### config.mk
export PLATFORM = sky130hd
export DESIGN_NAME = envelope_detector
export DESIGN_NICKNAME = d
export VERILOG_FILES = /design/src/rtl/dsp_defs.sv /design/src/rtl/cplx_magnitude_approx.sv /design/src/rtl/envelope_detector.sv
export SDC_FILE = /design/constraint.sdc
export NUM_CORES = 1
export LEC_CHECK = 0
export BUFFER_PORTS_ARGS = -buffer_cell sky130_fd_sc_hd__buf_4
export CORE_MARGIN = 5
export CORE_UTILIZATION = 50
export DETAILED_ROUTE_END_ITERATION = 10
export MAX_ROUTING_LAYER = met4
export PLACE_DENSITY_LB_ADDON = 0.15
export SYNTH_ARGS = -nofsm -noshare
export SYNTH_HDL_FRONTEND = slang
export SYNTH_HIERARCHICAL = 1
export SYNTH_SLANG_ARGS = --single-unit
### constraint.sdc
create_clock -name clock -period 6.58 [get_ports clock]
set_input_delay 1.645 -clock clock [delete_from_list [all_inputs] [get_ports clock]]
set_output_delay 1.645 -clock clock [all_outputs]
set_load 0.005 [all_outputs]
### src/rtl/dsp_defs.sv
// Shared constants for the envelope detector: FSM encodings, pipeline depth and
// the alpha-max-beta-min shift amounts (|z| ~ max + min>>2 + min>>3).
package dsp_defs;

  localparam logic [2:0] ST_IDLE   = 3'd0;
  localparam logic [2:0] ST_RUN    = 3'd1;
  localparam logic [2:0] ST_FLUSH  = 3'd2;
  localparam logic [2:0] ST_REPORT = 3'd3;
  localparam logic [2:0] ST_DONE   = 3'd4;

  localparam int PIPE_LATENCY = 3;
  localparam int MAG_SHIFT_A  = 2;
  localparam int MAG_SHIFT_B  = 3;

endpackage

### src/rtl/cplx_magnitude_approx.sv
// Three-stage magnitude pipeline: |Re|,|Im| -> max/min sort -> max + min/4 + min/8.
// Fixed latency, one sample per cycle; i_clear drops in-flight samples, data regs hold.
module cplx_magnitude_approx
  import dsp_defs::*;
#(
  parameter int DATA_WIDTH = 18
) (
  input  logic                         i_clock,
  input  logic                         i_reset,
  input  logic                         i_clear,
  input  logic                         i_valid,
  input  logic signed [DATA_WIDTH-1:0] i_re,
  input  logic signed [DATA_WIDTH-1:0] i_im,
  output logic [DATA_WIDTH-1:0]        o_data,
  output logic                         o_valid,
  output logic                         o_busy
);

  logic [DATA_WIDTH-1:0]   w_abs_re;
  logic [DATA_WIDTH-1:0]   w_abs_im;
  logic [DATA_WIDTH-1:0]   w_sum;
  logic [DATA_WIDTH-1:0]   r_abs_a;
  logic [DATA_WIDTH-1:0]   r_abs_b;
  logic [DATA_WIDTH-1:0]   r_max;
  logic [DATA_WIDTH-1:0]   r_min;
  logic [DATA_WIDTH-1:0]   r_data;
  logic [PIPE_LATENCY-1:0] r_vld;

  // The most negative input negates to itself, which read as unsigned is exactly 2^(W-1).
  assign w_abs_re = i_re[DATA_WIDTH-1] ? DATA_WIDTH'(-i_re) : DATA_WIDTH'(i_re);
  assign w_abs_im = i_im[DATA_WIDTH-1] ? DATA_WIDTH'(-i_im) : DATA_WIDTH'(i_im);

  // Worst case is 1.375 * 2^(W-1), so the W-bit sum cannot wrap.
  assign w_sum = r_max + (r_min >> MAG_SHIFT_A) + (r_min >> MAG_SHIFT_B);

  always_ff @(posedge i_clock) begin
    if (i_reset) begin
      r_vld   <= '0;
      r_abs_a <= '0;
      r_abs_b <= '0;
      r_max   <= '0;
      r_min   <= '0;
      r_data  <= '0;
    end else begin
      r_vld <= i_clear ? '0 : {r_vld[PIPE_LATENCY-2:0], i_valid};
      if (i_valid) begin
        r_abs_a <= w_abs_re;
        r_abs_b <= w_abs_im;
      end
      if (r_vld[0]) begin
        r_max <= (r_abs_a > r_abs_b) ? r_abs_a : r_abs_b;
        r_min <= (r_abs_a > r_abs_b) ? r_abs_b : r_abs_a;
      end
      if (r_vld[1]) begin
        r_data <= w_sum;
      end
    end
  end

  assign o_data  = r_data;
  assign o_valid = r_vld[PIPE_LATENCY-1];
  assign o_busy  = |r_vld[PIPE_LATENCY-2:0];

endmodule

### src/rtl/envelope_detector.sv
// Envelope of the analytic signal plus capture-wide peak/index tracking, reported once at stop.
// Latency 3 on dataOut; no back-pressure; peakValid pulses once after the pipeline drains.
module envelope_detector
  import dsp_defs::*;
#(
  parameter int DATA_WIDTH  = 18,
  parameter int INDEX_WIDTH = 16
) (
  input  logic                         clock,
  input  logic                         reset,
  input  logic                         enable,
  input  logic signed [DATA_WIDTH-1:0] dataInRe,
  input  logic signed [DATA_WIDTH-1:0] dataInIm,
  input  logic                         validIn,
  input  logic                         stopDataIn,
  output logic [DATA_WIDTH-1:0]        dataOut,
  output logic                         validOut,
  output logic [DATA_WIDTH-1:0]        peakValue,
  output logic [INDEX_WIDTH-1:0]       peakIndex,
  output logic                         peakValid,
  output logic                         indexOverflow
);

  localparam logic [INDEX_WIDTH-1:0] CNT_MAX = '1;

  logic [2:0]             r_state;
  logic [INDEX_WIDTH-1:0] r_count;
  logic [DATA_WIDTH-1:0]  r_peak_val;
  logic [INDEX_WIDTH-1:0] r_peak_idx;
  logic                   r_peak_vld;
  logic                   r_ovf;

  logic                  w_accept;
  logic                  w_abort;
  logic                  w_start;
  logic                  w_drained;
  logic                  w_busy;
  logic [DATA_WIDTH-1:0] w_env;
  logic                  w_env_vld;

  assign w_accept  = (r_state == ST_RUN) && enable && validIn;
  assign w_abort   = !enable && ((r_state == ST_RUN) || (r_state == ST_FLUSH));
  assign w_start   = (r_state == ST_IDLE) && enable;
  // The last sample's peak update lands on the same edge that enters REPORT.
  assign w_drained = (r_state == ST_FLUSH) && enable && !w_busy;

  cplx_magnitude_approx #(
    .DATA_WIDTH(DATA_WIDTH)
  ) u_mag (
    .i_clock (clock),
    .i_reset (reset),
    .i_clear (w_abort),
    .i_valid (w_accept),
    .i_re    (dataInRe),
    .i_im    (dataInIm),
    .o_data  (w_env),
    .o_valid (w_env_vld),
    .o_busy  (w_busy)
  );

  always_ff @(posedge clock) begin
    if (reset) begin
      r_state <= ST_IDLE;
    end else begin
      case (r_state)
        ST_IDLE:   if (enable) r_state <= ST_RUN;
        ST_RUN:    if (!enable) r_state <= ST_IDLE;
                   else if (stopDataIn) r_state <= ST_FLUSH;
        ST_FLUSH:  if (!enable) r_state <= ST_IDLE;
                   else if (!w_busy) r_state <= ST_REPORT;
        ST_REPORT: r_state <= ST_DONE;
        ST_DONE:   if (!enable) r_state <= ST_IDLE;
        default:   r_state <= ST_IDLE;
      endcase
    end
  end

  always_ff @(posedge clock) begin
    if (reset || w_abort || w_start) begin
      r_count    <= '0;
      r_peak_val <= '0;
      r_peak_idx <= '0;
      r_ovf      <= 1'b0;
    end else if (w_env_vld) begin
      // Strict compare keeps the first of equal peaks.
      if (w_env > r_peak_val) begin
        r_peak_val <= w_env;
        r_peak_idx <= r_count;
      end
      if (r_count == CNT_MAX) begin
        r_ovf <= 1'b1;
      end else begin
        r_count <= r_count + 1'b1;
      end
    end
  end

  always_ff @(posedge clock) begin
    if (reset) begin
      r_peak_vld <= 1'b0;
    end else begin
      r_peak_vld <= w_drained;
    end
  end

  assign dataOut       = w_env;
  assign validOut      = w_env_vld;
  assign peakValue     = r_peak_val;
  assign peakIndex     = r_peak_idx;
  assign peakValid     = r_peak_vld;
  assign indexOverflow = r_ovf;

endmodule

==> load_flow_metrics.sql, run 1 <==
INSERT INTO impl_metrics (metric_group, metric, value, unit) VALUES
('outcome', 'outcome', 'completed', ''),
('yosys', 'synth_seq_area_share', '31.8', '%'),
('sta', 'timing.final.hold_violations', '0', ''),
('critical_path', 'critical_path_required', '6.93', 'ns'),
('critical_path', 'critPathMaxFanout', '105', ''),
('clocking', 'clockRootBuffer', 'clkbuf_16', ''),
('die', 'core.rowCount', '49', ''),
('die', 'io_pins', '96', ''),
('sta', 'slew-limit-headroom', '20.3', '%'),
('critical_path', 'critical-path-slowest-cell', 'o311a_4', ''),
('grt', 'grt_max_degree', '106', ''),
('sta', 'rsz0062_at_grt', 'no', ''),
('grt', 'grt-ovfl-total', '0', ''),
('die', 'floorplan.die_area', '21200', 'sq um'),
('yosys', 'async_flop_share', '0', '%'),
('yosys', 'postSynthAreaPerCell', '8.48', 'sq um'),
('yosys', 'synth_area', '9200', 'sq um'),
('clocking', 'hold_buffers', '0', ''),
('clocking', 'clock_sink_count', '146', ''),
('route', 'drt_pass1_iterations', '5', ''),
('clocking', 'cts.repair_timing.setup_buffer_count', '0', ''),
('grt', 'groute.usage.overall', '20.2', '%'),
('sta', 'setup_total_negative_slack', '0', 'ns'),
('clocking', 'cts_buffer_depth', '2', ''),
('grt', 'first_global_vias', '7429', ''),
('critical_path', 'cp.arrival', '3.79', 'ns'),
('grt', 'grt_antenna_before_repair', '0', ''),
('clocking', 'clkSlewWorstSetupHoldPaths', '0.06', 'ns'),
('yosys', 'synth-seq-cells', '146', ''),
('final_layout', 'antenna_cells_inserted', '0', ''),
('die', 'dieWidth', '146', 'um'),
('job', 'max_cap_viol_count', '0', ''),
('power', 'peak_vdd_ir', '0.182', 'mV'),
('critical_path', 'timing_worst_setup_path_type', 'primary input to flop', ''),
('critical_path', 'category_of_the_worst_setup_path_launch_point', 'primary input', ''),
('clocking', 'htree_levels', '4', ''),
('route', 'routed_wl', '21.3', 'mm'),
('critical_path', 'worstPathCellList', 'buf_4, inv_1, o311a_4, nand2_1, or4_1, nand3_1', ''),
('die', 'floorplan.initialDensity', '51.1', '%'),
('route', 'remaining_drc_errors', '0', ''),
('yosys', 'post_synth_main_area_contributors', 'dfxtp_1, ha_1, nand2_1', ''),
('place', 'portBuffers', '95', ''),
('sta', 'layout_worst_path_cycle_share', '52.2', '%'),
('route', 'wire_per_inst', '15.5', 'um'),
('worst_hold_path', 'min-delay-path-class', 'flop to flop', ''),
('yosys', 'synthesized_netlist_net_count', '1198', ''),
('place', 'finalWeightedCongestion', '0.812', ''),
('power', 'p_leak', '4.15', 'nW'),
('final_layout', 'area_growth_syn_to_layout', '14.0', '%'),
('sta', 'timing_max_transition_violations_final', '0', ''),
('yosys', 'synth.most_common_cell', 'dfxtp_1', ''),
('place', 'place.detailed.hpwl', '15.1', 'mm'),
('route', 'routed-via-count', '7962', ''),
('sta', 'final.min_clock_period', '3.43', 'ns'),
('sta', 'maxClockFrequency', '291', 'MHz'),
('yosys', 'post-synth-top-area-cell', 'dfxtp_1', ''),
('yosys', 'netlist-cell-type-count', '64', ''),
('yosys', 'ys_top_cells_by_count', 'dfxtp_1, nand2_1, nor2_1', ''),
('critical_path', 'critical-path-max-stage-delay', '0.87', 'ns'),
('clocking', 'tritoncts', 'yes', ''),
('clocking', 'cts_buffer_count', '17', ''),
('yosys', 'synthCells', '1085', ''),
('yosys', 'yosys_warnings', '6', ''),
('sta', 'setup_violations', '0', ''),
('route', 'drt_iter0_drc', '448', ''),
('clocking', 'worst_skew_pair.late_latency', '0.42', 'ns'),
('yosys', 'synth_edf_count', '0', ''),
('final_layout', 'drive_above_1_share', '15.7', '%'),
('route', 'detail_route.vias_per_cell', '5.80', ''),
('yosys', 'synth_flop_cell', 'dfxtp_1', ''),
('critical_path', 'crit_path_end_kind', 'flop', ''),
('sta', 'fin_worst_skew', '0.00720', 'ns'),
('final_layout', 'final_util', '58.2', '%'),
('die', 'floorplan.core_area', '18000', 'sq um'),
('sta', 'worst_pin_slew', '1.20', 'ns'),
('die', 'die_h', '146', 'um'),
('yosys', 'synth_top_cell_area_share', '31.8', '%'),
('power', 'power.density_cell_area', '193', 'nW/um^2'),
('route', 'postRouteAntennaNets', '0', ''),
('clocking', 'cts_resized', '0', ''),
('final_layout', 'num-nets-final', '1244', ''),
('grt', 'first_pass_grt_wire_length', '36.0', 'mm'),
('sta', 'hold_slack', '0.442', 'ns');
cells by family after synthesis:
kind of cell,Yosys count,synth area share [%]
buf+inv,131,6.72
simple gates,407,22.0
fa+ha+maj,72,11.1
mux,52,6.12
compound gates,224,17.3
xor+xnor,53,5.04
flops,146,31.8
power by group:
| group | switching, W | internal (W) | leakage [nW] | total, W |
|---|---|---|---|---|
| Combinational | 0.0000927 | 0.0000557 | 2.68 | 0.000148 |
| Clock | 0.000378 | 0.000594 | 0.289 | 0.000972 |
| Sequential | 0.0000116 | 0.000893 | 1.18 | 0.000904 |
| Total | 0.000482 | 0.00154 | 4.15 | 0.00202 |
cells in the final DEF (no fill, tap or decap), drive strengths merged, types with 4 or more instances in the layout:
master	count
a211oi	38
a21o	6
a21oi	38
a22oi	34
and2	5
and3	4
buf	101
clkbuf	18
clkinv	9
dfxtp	146
fa	16
ha	56
inv	57
mux2	34
mux2i	18
nand2	138
nand2b	9
nand3	43
nand3b	5
nand4	45
nor2	79
nor3	11
nor4	8
o2111ai	35
o21a	4
o21ai	32
o22ai	4
o31ai	11
or3	10
or4	39
xnor2	18
xor2	35
worst max-delay path: cells and delay by family:
kind | cells | cell delay, ns
AO/OA/AOI/OAI | 1 | 0.87
AND/OR/NAND/NOR | 3 | 0.70
buffers and inverters | 2 | 0.49
per-stage QoR:
| stage | cells | cell area [sq um] | setup WS, ns | total power (W) |
|---|---|---|---|---|
| 2_1_floorplan | 1085 | 9200 | 3.34 | 0.00103 |
| 3_3_place_gp | 1341 | 9900 | 2.84 | 0.00107 |
| 3_5_place_dp | 1341 | 9900 | 2.76 | 0.00107 |
| 4_1_cts | 1373 | 10500 | 3.19 | 0.00205 |
| 5_1_grt | 1373 | 10500 | 2.98 | 0.00211 |
| 6_report | 1373 | 10500 | 3.15 | 0.00202 |
routing by layer:
| metal | track usage, % | up-vias | part of all wire, % | wire length, um |
|---|---|---|---|---|
| met3 | 3.58 | 19 | 3.9 | 831 |
| li1 | - | 4094 | - | - |
| met4 | 6.39 | 0 | 1.5 | 329 |
| met2 | 31.9 | 149 | 47 | 9910 |
| met5 | - | - | 0 | 0 |
| met1 | 26.5 | 3700 | 48 | 10200 |
layout make-up:
class	instances	area, sq um
sequential	146	2920
inverter	57	214
clock buffer	18	429
multi-input combinational	808	5720
timing repair buffer	101	758
clock inverter	14	165
fill	1679	7530
tap	229	287
state kept, by name, indices dropped and copies added (netlist names):
signal and flops:
peakValue 18, u_mag/o_data 18, u_mag/r_abs_a 18, u_mag/r_abs_b 18, u_mag/r_max 18, peakIndex 16, r_count 16, u_mag/r_min 16
r_state 3, u_mag/r_vld 3, indexOverflow 1, peakValid 1
path summary, 6_finish.rpt:
check | depth (start not counted) | from | end | slack (ns)
max | 6 | reset | peakIndex[14] | 3.15
min | 2 | u_mag/r_max[0] | u_mag/r_max[0] | 0.44
max reg2reg | 10 | u_mag/r_min[4] | u_mag/o_data[15] | 3.50
min reg2reg | 2 | u_mag/r_max[0] | u_mag/r_max[0] | 0.44
Note: power is estimated with default switching activity, not from simulation.
==> run 2, diff against run 1 <==
Settings changed: ABC_AREA set to 1.
Clock period 6.58 ns to 3.1 ns, I/O delays scaled along.
==> load_flow_metrics.sql, run 2 <==
INSERT INTO impl_metrics (metric_group, metric, value, unit) VALUES
('clocking', 'cts_buffer_depth', '2', ''),
('die', 'floorplan.die_area', '22200', 'sq um'),
('final_layout', 'area_growth_syn_to_layout', '14.8', '%'),
('sta', 'postLayoutSetupSlackWorst', '0.624', 'ns'),
('critical_path', 'critical_path_required', '3.45', 'ns'),
('yosys', 'synth_flop_cell', 'dfxtp_1', ''),
('power', 'power.density_cell_area', '480', 'nW/um^2'),
('clocking', 'cts_resized', '0', ''),
('place', 'portBuffers', '95', ''),
('critical_path', 'crit_path_end_kind', 'flop', ''),
('clocking', 'htree_levels', '4', ''),
('sta', 'maxClockFrequency', '404', 'MHz'),
('route', 'wire_per_inst', '13.4', 'um'),
('sta', 'layout_worst_path_cycle_share', '79.9', '%'),
('critical_path', 'critPathMaxFanout', '35', ''),
('sta', 'slew-limit-headroom', '43.5', '%'),
('route', 'routed-via-count', '8689', ''),
('clocking', 'tritoncts', 'yes', ''),
('grt', 'grt_max_degree', '65', ''),
('clocking', 'cts_buffer_count', '17', ''),
('final_layout', 'drive_above_1_share', '18.5', '%'),
('yosys', 'synth_area', '9640', 'sq um'),
('critical_path', 'timing_worst_setup_path_type', 'flop to flop', ''),
('clocking', 'clkSlewWorstSetupHoldPaths', '0.06', 'ns'),
('outcome', 'outcome', 'completed', ''),
('clocking', 'clock_sink_count', '146', ''),
('final_layout', 'final_common_cell', 'nand2_1', ''),
('sta', 'rsz0062_at_grt', 'no', ''),
('die', 'die_h', '149', 'um'),
('sta', 'worst_pin_slew', '0.848', 'ns'),
('final_layout', 'n_fill_cell', '1832', ''),
('die', 'floorplan.initialDensity', '51.2', '%'),
('sta', 'timing_max_transition_violations_final', '0', ''),
('yosys', 'post-synth-top-area-cell', 'dfxtp_1', ''),
('route', 'routed_wl', '23.0', 'mm'),
('route', 'postRouteAntennaNets', '0', ''),
('die', 'floorplan.core_area', '18800', 'sq um'),
('power', 'peak_vdd_ir', '0.404', 'mV'),
('clocking', 'clockRootBuffer', 'clkbuf_16', ''),
('grt', 'groute.usage.overall', '21.6', '%'),
('clocking', 'cts.repair_timing.setup_buffer_count', '0', ''),
('yosys', 'post_synth_main_area_contributors', 'dfxtp_1, nand2_1, ha_1', ''),
('final_layout', 'antenna_cells_inserted', '0', ''),
('place', 'place.detailed.hpwl', '17.3', 'mm'),
('critical_path', 'category_of_the_worst_setup_path_launch_point', 'flop', ''),
('yosys', 'synth-seq-cells', '146', ''),
('die', 'core.rowCount', '50', ''),
('sta', 'fin_worst_skew', '0.00894', 'ns'),
('job', 'max_cap_viol_count', '0', ''),
('place', 'finalWeightedCongestion', '0.853', ''),
('route', 'remaining_drc_errors', '0', ''),
('critical_path', 'cp.arrival', '2.82', 'ns'),
('sta', 'setup_total_negative_slack', '0', 'ns'),
('clocking', 'hold_buffers', '0', ''),
('yosys', 'async_flop_share', '0', '%'),
('final_layout', 'final_util', '58.8', '%'),
('grt', 'grt_antenna_before_repair', '0', ''),
('worst_hold_path', 'min-delay-path-class', 'flop to flop', ''),
('yosys', 'synth_edf_count', '0', ''),
('die', 'dieWidth', '149', 'um'),
('yosys', 'synth_seq_area_share', '30.3', '%'),
('yosys', 'ys_top_cells_by_count', 'nand2_1, inv_1, nor2_1', ''),
('grt', 'first_pass_grt_wire_length', '38.6', 'mm'),
('yosys', 'yosys_warnings', '6', ''),
('yosys', 'netlist-cell-type-count', '43', ''),
('yosys', 'synthCells', '1380', ''),
('sta', 'setup_violations', '0', ''),
('grt', 'grt-ovfl-total', '0', ''),
('yosys', 'postSynthAreaPerCell', '6.99', 'sq um'),
('yosys', 'synth_top_cell_area_share', '30.3', '%'),
('yosys', 'synthesized_netlist_net_count', '1493', ''),
('place', 'post-place-ws', '0.636', 'ns'),
('route', 'detail_route.vias_per_cell', '5.05', ''),
('die', 'io_pins', '96', ''),
('final_layout', 'num-nets-final', '1563', ''),
('yosys', 'synth.most_common_cell', 'nand2_1', ''),
('sta', 'final.min_clock_period', '2.48', 'ns'),
('clocking', 'worst_skew_pair.late_latency', '0.43', 'ns'),
('grt', 'first_global_vias', '7937', ''),
('route', 'drt_pass1_iterations', '5', ''),
('sta', 'timing.final.hold_violations', '0', ''),
('route', 'drt_iter0_drc', '403', ''),
('final_layout', 'most_used_cells_in_the_layout_excluding_fill_and_tap_cells', 'nand2_1, inv_1, nor2_1, dfxtp_1', ''),
('power', 'p_leak', '4.98', 'nW');
[run 2: changes by cell type after synthesis, sizes merged, moves of 34 or more]
cell,delta
or4,-39
o2111ai,-35
nand3,+100
a21oi,+92
nor2,+87
nand4,-35
mux2,-34
a211oi,-38
nand2,+185
a22oi,-34
inv,+136
[run 2: power by group]
group | leakage, nW | total, W | internal [W] | switching (W)
logic | 3.51 | 0.00131 | 0.000422 | 0.000888
clock network | 0.288 | 0.00204 | 0.00125 | 0.000789
registers | 1.18 | 0.00196 | 0.00192 | 0.0000376
total | 4.98 | 0.00531 | 0.00359 | 0.00171
[run 2: critical path, cell delays in order (launching register included)]
cell	delay (ns)
dfxtp_1	0.34
inv_1	0.12
ha_1	0.31
nand2_1	0.08
nor2_4	0.13
nand3_1	0.14
nor2_2	0.11
nor2_2	0.06
nand2_4	0.28
nand2_4	0.39
nand2_1	0.16
nand3_1	0.11
a21oi_1	0.16
[run 2: layout make-up]
cell class	count	area, sq um	area share [%]
clock inverter	6	67.6	0.611
inverter	195	732	6.62
tap	260	325	2.94
sequential	146	2920	26.4
multi-input combinational	979	5640	51.0
clock buffer	25	526	4.75
timing repair buffer	111	846	7.64
[run 2: final timing paths]
kind                      from                end  slack (ns)  depth (start not counted)
max           u_mag/r_abs_b[3]     u_mag/r_max[1]        0.62                         12
min          u_mag/r_abs_b[17]  u_mag/r_abs_b[17]        0.47                          2
max reg2reg   u_mag/r_abs_b[3]     u_mag/r_max[1]        0.62                         12
min reg2reg  u_mag/r_abs_b[17]  u_mag/r_abs_b[17]        0.47                          2
[run 2: logic make-up after synthesis]
family	Yosys count	share of synthesized area (%)
adder cells (fa/ha/maj)	72	10.6
XOR/XNOR	29	2.63
AND/OR/NAND/NOR	667	32.1
buffers and inverters	255	11.2
flip-flops	146	30.3
AO/OA/AOI/OAI	211	13.1
[run 2: through the flow]
step	area (sq um)	power [W]	hold slack [ns]	instances
after floorplan	9640	0.00314	0.445	1380
after global placement	10500	0.00328	0.460	1691
after detailed placement	10500	0.00331	0.458	1691
after CTS	11100	0.00535	0.467	1722
after global routing	11100	0.00559	0.506	1722
final	11100	0.00531	0.466	1722
[run 2: layer usage]
metal	vias to the layer above	routed length [um]	GRT usage, %
met4	0	418	6.54
met5	-	0	-
met3	33	1000	3.80
met2	176	10600	33.8
met1	3918	11100	28.8
li1	4562	-	-
